`src/rtl/reg_bus_pkg.sv`:
```
// Shared types and defaults for the register-bus initiator.
package reg_bus_pkg;

  typedef enum logic [1:0] {IDLE, ISSUE, WAIT, RESP} state_e;

  localparam int DEFAULT_ADDR_W = 3;
  localparam int DEFAULT_DATA_W = 2;
  localparam int MAX_RD_LAT     = 7;

endpackage

```
`src/rtl/reg_bus_master_if.sv`:
```
// Command, response and register-bus signals of reg_bus_master, bundled with
// the initiator view (master) and the host/target view (slave).
interface reg_bus_master_if
  import reg_bus_pkg::*;
#(
  parameter int ADDR_W = DEFAULT_ADDR_W,
  parameter int DATA_W = DEFAULT_DATA_W
);

  logic              CMD_VALID;
  logic              CMD_READY;
  logic              CMD_WRITE;
  logic [ADDR_W-1:0] CMD_ADDR;
  logic [DATA_W-1:0] CMD_WDATA;

  logic              RSP_VALID;
  logic              RSP_READY;
  logic              RSP_WRITE;
  logic [DATA_W-1:0] RSP_RDATA;

  logic              WRITE;
  logic              READ;
  logic [ADDR_W-1:0] ADDR;
  logic [DATA_W-1:0] WRITE_DATA;
  logic [DATA_W-1:0] READ_DATA;

  modport master (
    input  CMD_VALID, CMD_WRITE, CMD_ADDR, CMD_WDATA, RSP_READY, READ_DATA,
    output CMD_READY, RSP_VALID, RSP_WRITE, RSP_RDATA,
           WRITE, READ, ADDR, WRITE_DATA
  );

  modport slave (
    output CMD_VALID, CMD_WRITE, CMD_ADDR, CMD_WDATA, RSP_READY, READ_DATA,
    input  CMD_READY, RSP_VALID, RSP_WRITE, RSP_RDATA,
           WRITE, READ, ADDR, WRITE_DATA
  );

endinterface

```
`src/rtl/reg_bus_master.sv`:
```
// Single-outstanding register-bus initiator: command in, one bus strobe, response out.
// Define REG_BUS_MASTER_WRITE_ACK_EN to make writes return an acknowledgement response.
module reg_bus_master
  import reg_bus_pkg::*;
#(
  parameter int ADDR_W = DEFAULT_ADDR_W,
  parameter int DATA_W = DEFAULT_DATA_W,
  parameter int RD_LAT = 1
) (
  input  logic             CLK,
  input  logic             RST,
  reg_bus_master_if.master bus,
  output logic             BUSY
);

  localparam int         LAT      = (RD_LAT > MAX_RD_LAT) ? MAX_RD_LAT : RD_LAT;
  localparam logic [2:0] LAT_INIT = (LAT > 0) ? 3'(LAT - 1) : 3'd0;

  state_e            state;
  logic [2:0]        lat_cnt;
  logic              cmd_write_q;
  logic              cmd_ready;
  logic              rsp_valid;
  logic [DATA_W-1:0] rsp_rdata;
  logic              write_strobe;
  logic              read_strobe;
  logic [ADDR_W-1:0] addr;
  logic [DATA_W-1:0] write_data;
`ifdef REG_BUS_MASTER_WRITE_ACK_EN
  logic              rsp_write;
`endif

  // All outputs are registered; strobes live only for the single ISSUE cycle.
  always_ff @(posedge CLK) begin
    if (RST) begin
      state        <= IDLE;
      lat_cnt      <= '0;
      cmd_write_q  <= 1'b0;
      cmd_ready    <= 1'b0;
      rsp_valid    <= 1'b0;
      rsp_rdata    <= '0;
      write_strobe <= 1'b0;
      read_strobe  <= 1'b0;
      addr         <= '0;
      write_data   <= '0;
`ifdef REG_BUS_MASTER_WRITE_ACK_EN
      rsp_write    <= 1'b0;
`endif
    end else begin
      case (state)
        IDLE: begin
          cmd_ready <= 1'b1;
          if (bus.CMD_VALID && cmd_ready) begin
            cmd_write_q  <= bus.CMD_WRITE;
            cmd_ready    <= 1'b0;
            write_strobe <= bus.CMD_WRITE;
            read_strobe  <= !bus.CMD_WRITE;
            addr         <= bus.CMD_ADDR;
            write_data   <= bus.CMD_WRITE ? bus.CMD_WDATA : '0;
            state        <= ISSUE;
          end
        end

        ISSUE: begin
          write_strobe <= 1'b0;
          read_strobe  <= 1'b0;
          write_data   <= '0;
          if (cmd_write_q) begin
            addr <= '0;
`ifdef REG_BUS_MASTER_WRITE_ACK_EN
            rsp_valid <= 1'b1;
            rsp_write <= 1'b1;
            rsp_rdata <= '0;
            state     <= RESP;
`else
            cmd_ready <= 1'b1;
            state     <= IDLE;
`endif
          end else if (LAT == 0) begin
            // Zero-latency target: read data is valid during the strobe itself.
            addr      <= '0;
            rsp_valid <= 1'b1;
            rsp_rdata <= bus.READ_DATA;
`ifdef REG_BUS_MASTER_WRITE_ACK_EN
            rsp_write <= 1'b0;
`endif
            state     <= RESP;
          end else begin
            lat_cnt <= LAT_INIT;
            state   <= WAIT;
          end
        end

        WAIT: begin
          if (lat_cnt == 3'd0) begin
            addr      <= '0;
            rsp_valid <= 1'b1;
            rsp_rdata <= bus.READ_DATA;
`ifdef REG_BUS_MASTER_WRITE_ACK_EN
            rsp_write <= 1'b0;
`endif
            state     <= RESP;
          end else begin
            lat_cnt <= lat_cnt - 3'd1;
          end
        end

        RESP: begin
          if (bus.RSP_READY) begin
            rsp_valid <= 1'b0;
            rsp_rdata <= '0;
`ifdef REG_BUS_MASTER_WRITE_ACK_EN
            rsp_write <= 1'b0;
`endif
            cmd_ready <= 1'b1;
            state     <= IDLE;
          end
        end

        default: state <= IDLE;
      endcase
    end
  end

  assign bus.CMD_READY  = cmd_ready;
  assign bus.RSP_VALID  = rsp_valid;
  assign bus.RSP_RDATA  = rsp_rdata;
  assign bus.WRITE      = write_strobe;
  assign bus.READ       = read_strobe;
  assign bus.ADDR       = addr;
  assign bus.WRITE_DATA = write_data;
`ifdef REG_BUS_MASTER_WRITE_ACK_EN
  assign bus.RSP_WRITE  = rsp_write;
`else
  assign bus.RSP_WRITE  = 1'b0;
`endif
  assign BUSY = (state != IDLE);

endmodule
```
`src/flat_wrapper.sv`:
```
// flat-port wrapper written by rule: the top's interface ports become plain ports
module reg_bus_master_flat import reg_bus_pkg::*;
#(
  parameter int ADDR_W = DEFAULT_ADDR_W,
  parameter int DATA_W = DEFAULT_DATA_W,
  parameter int RD_LAT = 1
)
  (CLK, RST, BUSY, bus_CMD_VALID, bus_CMD_WRITE, bus_CMD_ADDR, bus_CMD_WDATA, bus_RSP_READY, bus_READ_DATA, bus_CMD_READY, bus_RSP_VALID, bus_RSP_WRITE, bus_RSP_RDATA, bus_WRITE, bus_READ, bus_ADDR, bus_WRITE_DATA);
  reg_bus_master_if #(.ADDR_W(ADDR_W), .DATA_W(DATA_W)) bus_i ();
  input  logic CLK;
  input  logic RST;
  output logic BUSY;
  input wire logic [$bits(bus_i.CMD_VALID)-1:0] bus_CMD_VALID;
  input wire logic [$bits(bus_i.CMD_WRITE)-1:0] bus_CMD_WRITE;
  input wire logic [$bits(bus_i.CMD_ADDR)-1:0] bus_CMD_ADDR;
  input wire logic [$bits(bus_i.CMD_WDATA)-1:0] bus_CMD_WDATA;
  input wire logic [$bits(bus_i.RSP_READY)-1:0] bus_RSP_READY;
  input wire logic [$bits(bus_i.READ_DATA)-1:0] bus_READ_DATA;
  output wire logic [$bits(bus_i.CMD_READY)-1:0] bus_CMD_READY;
  output wire logic [$bits(bus_i.RSP_VALID)-1:0] bus_RSP_VALID;
  output wire logic [$bits(bus_i.RSP_WRITE)-1:0] bus_RSP_WRITE;
  output wire logic [$bits(bus_i.RSP_RDATA)-1:0] bus_RSP_RDATA;
  output wire logic [$bits(bus_i.WRITE)-1:0] bus_WRITE;
  output wire logic [$bits(bus_i.READ)-1:0] bus_READ;
  output wire logic [$bits(bus_i.ADDR)-1:0] bus_ADDR;
  output wire logic [$bits(bus_i.WRITE_DATA)-1:0] bus_WRITE_DATA;
  assign bus_i.CMD_VALID = bus_CMD_VALID;
  assign bus_i.CMD_WRITE = bus_CMD_WRITE;
  assign bus_i.CMD_ADDR = bus_CMD_ADDR;
  assign bus_i.CMD_WDATA = bus_CMD_WDATA;
  assign bus_i.RSP_READY = bus_RSP_READY;
  assign bus_i.READ_DATA = bus_READ_DATA;
  assign bus_CMD_READY = bus_i.CMD_READY;
  assign bus_RSP_VALID = bus_i.RSP_VALID;
  assign bus_RSP_WRITE = bus_i.RSP_WRITE;
  assign bus_RSP_RDATA = bus_i.RSP_RDATA;
  assign bus_WRITE = bus_i.WRITE;
  assign bus_READ = bus_i.READ;
  assign bus_ADDR = bus_i.ADDR;
  assign bus_WRITE_DATA = bus_i.WRITE_DATA;
  reg_bus_master #(.ADDR_W(ADDR_W), .DATA_W(DATA_W), .RD_LAT(RD_LAT)) u_core (.CLK(CLK), .RST(RST), .bus(bus_i), .BUSY(BUSY));
endmodule
```
`config.mk`:
```
export PLATFORM = sky130hd
export DESIGN_NAME = reg_bus_master_flat
export DESIGN_NICKNAME = d
export VERILOG_FILES = /design/src/rtl/reg_bus_pkg.sv /design/src/rtl/reg_bus_master_if.sv /design/src/rtl/reg_bus_master.sv /design/src/flat_wrapper.sv
export SDC_FILE = /design/constraint.sdc
export NUM_CORES = 1
export LEC_CHECK = 0
export ABC_AREA = 0
export CORE_ASPECT_RATIO = 0.75
export CORE_MARGIN = 2
export CORE_UTILIZATION = 50
export DETAILED_ROUTE_END_ITERATION = 12
export MAX_ROUTING_LAYER = met4
export PLACE_DENSITY = 0.79
export SYNTH_ARGS = -nofsm -noshare
export SYNTH_HDL_FRONTEND = slang
export SYNTH_SLANG_ARGS = --single-unit
```
`constraint.sdc`:
```
create_clock -name CLK -period 4.1 [get_ports CLK]
set_clock_uncertainty 0.1 [all_clocks]
set_input_delay 1.025 -clock CLK [delete_from_list [all_inputs] [get_ports CLK]]
set_output_delay 1.025 -clock CLK [all_outputs]
set_load 0.005 [all_outputs]
```
* Word-level counts from Yosys, hierarchy flattened
Index checks and enable logic that the tools add are counted.
** Storage, ports and cells
- Input port bits :: 12
- Output and inout bits :: 13
- Word-level logic and storage cells :: 65
- Register bits :: 17
** Operators by class
- Muxes and demuxes :: 28
- Reduce and logical (&&, ||, !) cells :: 17
- Equal/unequal tests :: 9
- $add $sub $neg :: 1
** Operator list (number)
- $mux 3 :: 5
- $mux 2 :: 7
- $reduce_and 3->1 :: 4
- $pmux 3 s3 :: 1
- $pmux 2 s2 :: 2
- $pmux 2 s4 :: 1
- $reduce_bool 2->1 :: 4
- $mux 1 :: 7
- $ne 2x1->1 const B :: 3
- $ne 2x2->1 const B :: 3
- $pmux 1 s2 :: 3
- $pmux 3 s2 :: 1
- $reduce_bool 3->1 :: 2
- $eq 2x2->1 const B :: 2
- $reduce_and 2->1 :: 2
- $reduce_and 4->1 :: 1
- $logic_not 3->1 :: 1
- $pmux 1 s3 :: 1
- $sub 3x1->3 const B :: 1
- $eq 2x1->1 const B :: 1
- $logic_not 2->1 :: 1
- $logic_and 1x1->1 :: 1
- $logic_not 1->1 :: 1

* Longest topological paths before layout
- Word-level depth :: 3
- Depth in mapped cells :: 6
- Gate-level depth less buffers :: 5

* Worst setup path before layout
OpenSTA, ideal clock, no wires.
- Path type :: input to register
- Start point :: input RST
- End point :: register u_core.state[0]
- Data required time :: 3930 ps
- Path slack :: 2186 ps
- Arrival time :: 1744 ps
- Stages on the path :: 5
- Path through :: buf_2 > inv_1 > clkbuf_1 > o31ai_1 > a21oi_1
** RTL lines
- start: declaration :: line flat_wrapper.sv:11 : input logic RST;
- end signal: assignment :: line reg_bus_master.sv:36 : state <= IDLE;
- end signal: assignment :: line reg_bus_master.sv:60 : state <= ISSUE;
- end signal: assignment :: line reg_bus_master.sv:77 : state <= IDLE;
- end: declaration :: line reg_bus_master.sv:19 : state_e state;

* Worst setup path after layout
- Start point :: register u_core.state[0]
- End point :: output BUSY
** Between the ends
- Cells in the longest elaborated chain, start to end :: 1
** RTL lines
- $reduce_bool 2->1 :: line reg_bus_master.sv:137 : assign BUSY = (state != IDLE);
- end: declaration :: line flat_wrapper.sv:12 : output logic BUSY;
No other way between the ends.

==> impl_metrics.py <==
metrics = {
    "cells_and_area": {
        "nNetsFinal": 144,
        "nFillCells": 144,
        "layout-drive-gt1-share": 0.0887,
        "multi_input_area_um2": 562,
        "fin_cells": 146,
        "regArea_um2": 340,
        "layout_commonest_cell": "clkdlybuf4s50_1",
        "area_delta_synth_final_pct": 27.9,
        "antenna_cells": 0,
        "final_cell_mix": "23 x clkdlybuf4s50_1, 17 x dfxtp_1, 8 x a21oi_1, 8 x nand2_1",
    },
    "route": {
        "routed_via_density": 5.44,
        "antenna_left": 0,
        "wl_met2_um": 932,
        "wl_per_cell_um": 13.8,
        "vias": 794,
        "drc": 0,
        "firstDrtPassIters": 4,
        "wl_met3_um": 55,
        "drt_iter0_markers": 25,
        "top_layer": "met4",
        "wl_met1_mm": 1.02,
        "drt-total-wl_mm": 2.02,
    },
    "sta": {
        "rsz0062_at_grt": "false",
        "hold_viol": 0,
        "holdWs_ps": 352,
        "fmax_mhz": 359,
        "setup_tns_ps": 0,
        "tightest_slew_ps": 510,
        "timing.final.crit_period_ps": 2780,
        "report.final.setup_viol": 0,
        "period_share": 0.679,
        "slew_headroom": 0.660,
        "slew_viol_final": 0,
    },
    "clock_tree": {
        "htreeDepth": 1,
        "cts_tree": "done",
        "cts.repair.resized": 0,
        "numCtsBuffers": 3,
        "clock-sinks": 17,
        "clockRootBuffer": "clkbuf_4",
        "clk_latency_ps": 300,
        "clk_pin_slew_ps": 110,
        "cts_setup_buffers": 0,
        "cts-hold-fix-buffers": 0,
        "cts_max_path_buffers": 2,
    },
    "logic_synthesis": {
        "synth_edf_count": 0,
        "syn_nets": 120,
        "synth-seq-area-share": 0.360,
        "synth.avg_cell_area_um2": 9.37,
        "yosysUniqueCellTypes": 35,
        "synth_cells": 101,
        "async_reset_ff_frac": 0,
        "yosysWarnings": 0,
        "syn-cell-area_um2": 946,
        "ys.flop_type": "dfxtp_1",
        "ys_seq_elements": 17,
    },
    "power": {
        "comb_power_share": 0.395,
        "p_leak_nw": 0.452,
        "finalPower_uw": 489,
        "sw_frac_of_total": 0.331,
        "netSwitchingPower_uw": 162,
        "cellPowerDensity_nw_per_um2": 404,
        "power_frac_clock": 0.192,
        "peakVddDrop_uv": 391,
        "internal_power_uw": 327,
        "sequentialPowerShare": 0.413,
    },
    "grt": {
        "grt_pass1_vias": 707,
        "antenna_found_initial": 0,
        "grt_pass1_wl_mm": 3.24,
        "grt_start_max_net_pins": 14,
        "grt_use_total": 0.201,
        "grt-ovfl-total": 0,
    },
    "die": {
        "rows": 13,
        "die_h_um": 41.7,
        "die-area_um2": 2260,
        "start_util": 0.538,
        "core_area_um2": 1760,
        "io_pins": 25,
        "fp.dieW_um": 54.2,
    },
    "setup_path": {
        "path_cells": "inv_1 -> ha_1 -> inv_1 -> clkdlybuf4s50_1",
        "criticalPathCategory": "reg -> out",
        "critPathMaxStageDelay_ps": 490,
        "worst_r2r_path_depth": 5,
        "crit_family": "buffers and inverters",
        "timing.critical_path.required_ps": 2970,
        "timing.rr.start": "u_core.state[0]",
        "critical_path.most_common_cell": "inv_1",
        "critPathSlowestCell": "clkdlybuf4s50_1",
        "worst_setup_path_end_kind": "primary output",
        "critPathMaxFanout": 5,
        "cp.buffers_inverters": 3,
        "r2r-end": "u_core.bus.RSP_VALID",
        "crit_path_start_kind": "register",
        "crit_arrival_ps": 1660,
        "rrSetupSlack_ps": 2150,
    },
    "placement": {
        "globalplace.congestion": 0.748,
        "dpl.cell_count": 142,
        "hpwl_mm": 1.51,
        "port_buffers": 23,
    },
    "hold_path": {
        "min_to": "u_core.bus.RSP_RDATA[0]",
        "min_from": "u_core.bus.RSP_RDATA[0]",
        "hold_depth": 2,
        "hold_class": "reg -> reg",
    },
    "run": {
        "cap_violations": 0,
    },
    "status": {
        "status": "finished clean",
    },
}
[worst reg2reg max path: cells and delay by family, from the launching register on]
kind            cells  cell delay [ps]
buf+inv             1              150
simple gates        2              630
flops               1              360
fa+ha+maj           1              500
compound gates      1              160
[synth_stat cells, types with 2 or more instances]
library cell,n,area (um2)
inv_1,6,22.5
nand3b_1,6,45.0
mux2i_1,5,50.1
ha_1,7,87.6
o2bb2ai_1,2,17.5
or4_1,2,15.0
nor2b_1,3,18.8
o21ai_0,7,35.0
nand2_1,8,30.0
nand4_1,2,12.5
nor2_1,4,15.0
or3_1,2,12.5
dfxtp_1,17,340
a21oi_1,8,40.0
buf_2,2,10.0
[cell type report]
class	instances	area share
Clock inverter	1	0.00414
Multi-Input combinational cell	74	0.464
Timing Repair Buffer	23	0.190
Inverter	6	0.0186
Clock buffer	3	0.0186
Tap cell	22	0.0228
Sequential cell	17	0.281
[state kept, by name, summed over array words and instances (netlist names), 2 cells and up, named ones only]
register               count
u_core.bus.WRITE_DATA      2
u_core.bus.RSP_RDATA       2
u_core.bus.ADDR            3
u_core.lat_cnt             3
[per-stage QoR]
stage | cell area, um2 | util | setup slack (ps)
after floorplan | 946 | - | 2190
after global placement | 1180 | 0.673 | 1600
after detailed placement | 1180 | 0.673 | 1560
after CTS | 1210 | 0.689 | 1310
after global routing | 1210 | 0.689 | 1220
final | 1210 | 0.689 | 1320
[power by group through the flow]
stage,clock (mW),combinational (mW),sequential [mW]
4_1_cts,0.0955,0.193,0.202
2_1_floorplan,0,0.120,0.204
3_5_place_dp,0,0.192,0.205
6_report,0.0940,0.193,0.202
5_1_grt,0.102,0.212,0.204
3_3_place_gp,0,0.191,0.204
[layer usage]
metal,up-vias,global-route usage
li1,406,-
met1,378,0.261
met2,8,0.296
met3,2,0.0755
met4,0,0.0450
met5,-,-
[how the worst max path moves through the flow]
stage / end / from / slack [ps] / cells past startpoint
CTS: BUSY / u_core.state[0] / 1310 / 4
detailed placement: u_core.bus.ADDR[2] / bus_CMD_VALID / 1560 / 4
global placement: u_core.bus.WRITE / bus_CMD_VALID / 1600 / 4
floorplan: u_core.state[0] / RST / 2190 / 5
finish: BUSY / u_core.state[0] / 1320 / 4
global route: BUSY / u_core.state[0] / 1220 / 4
[kinds of logic after synthesis]
family	after synthesis	share of synthesized area
and+or+nand+nor	34	0.218
AOI/OAI and AO/OA	27	0.226
DFF	17	0.360
buffers and inverters	10	0.0463
adders and majority gates	7	0.0926
muxes	5	0.0529
other	1	0.00396
No activity file was read; power rests on OpenSTA's default activity.
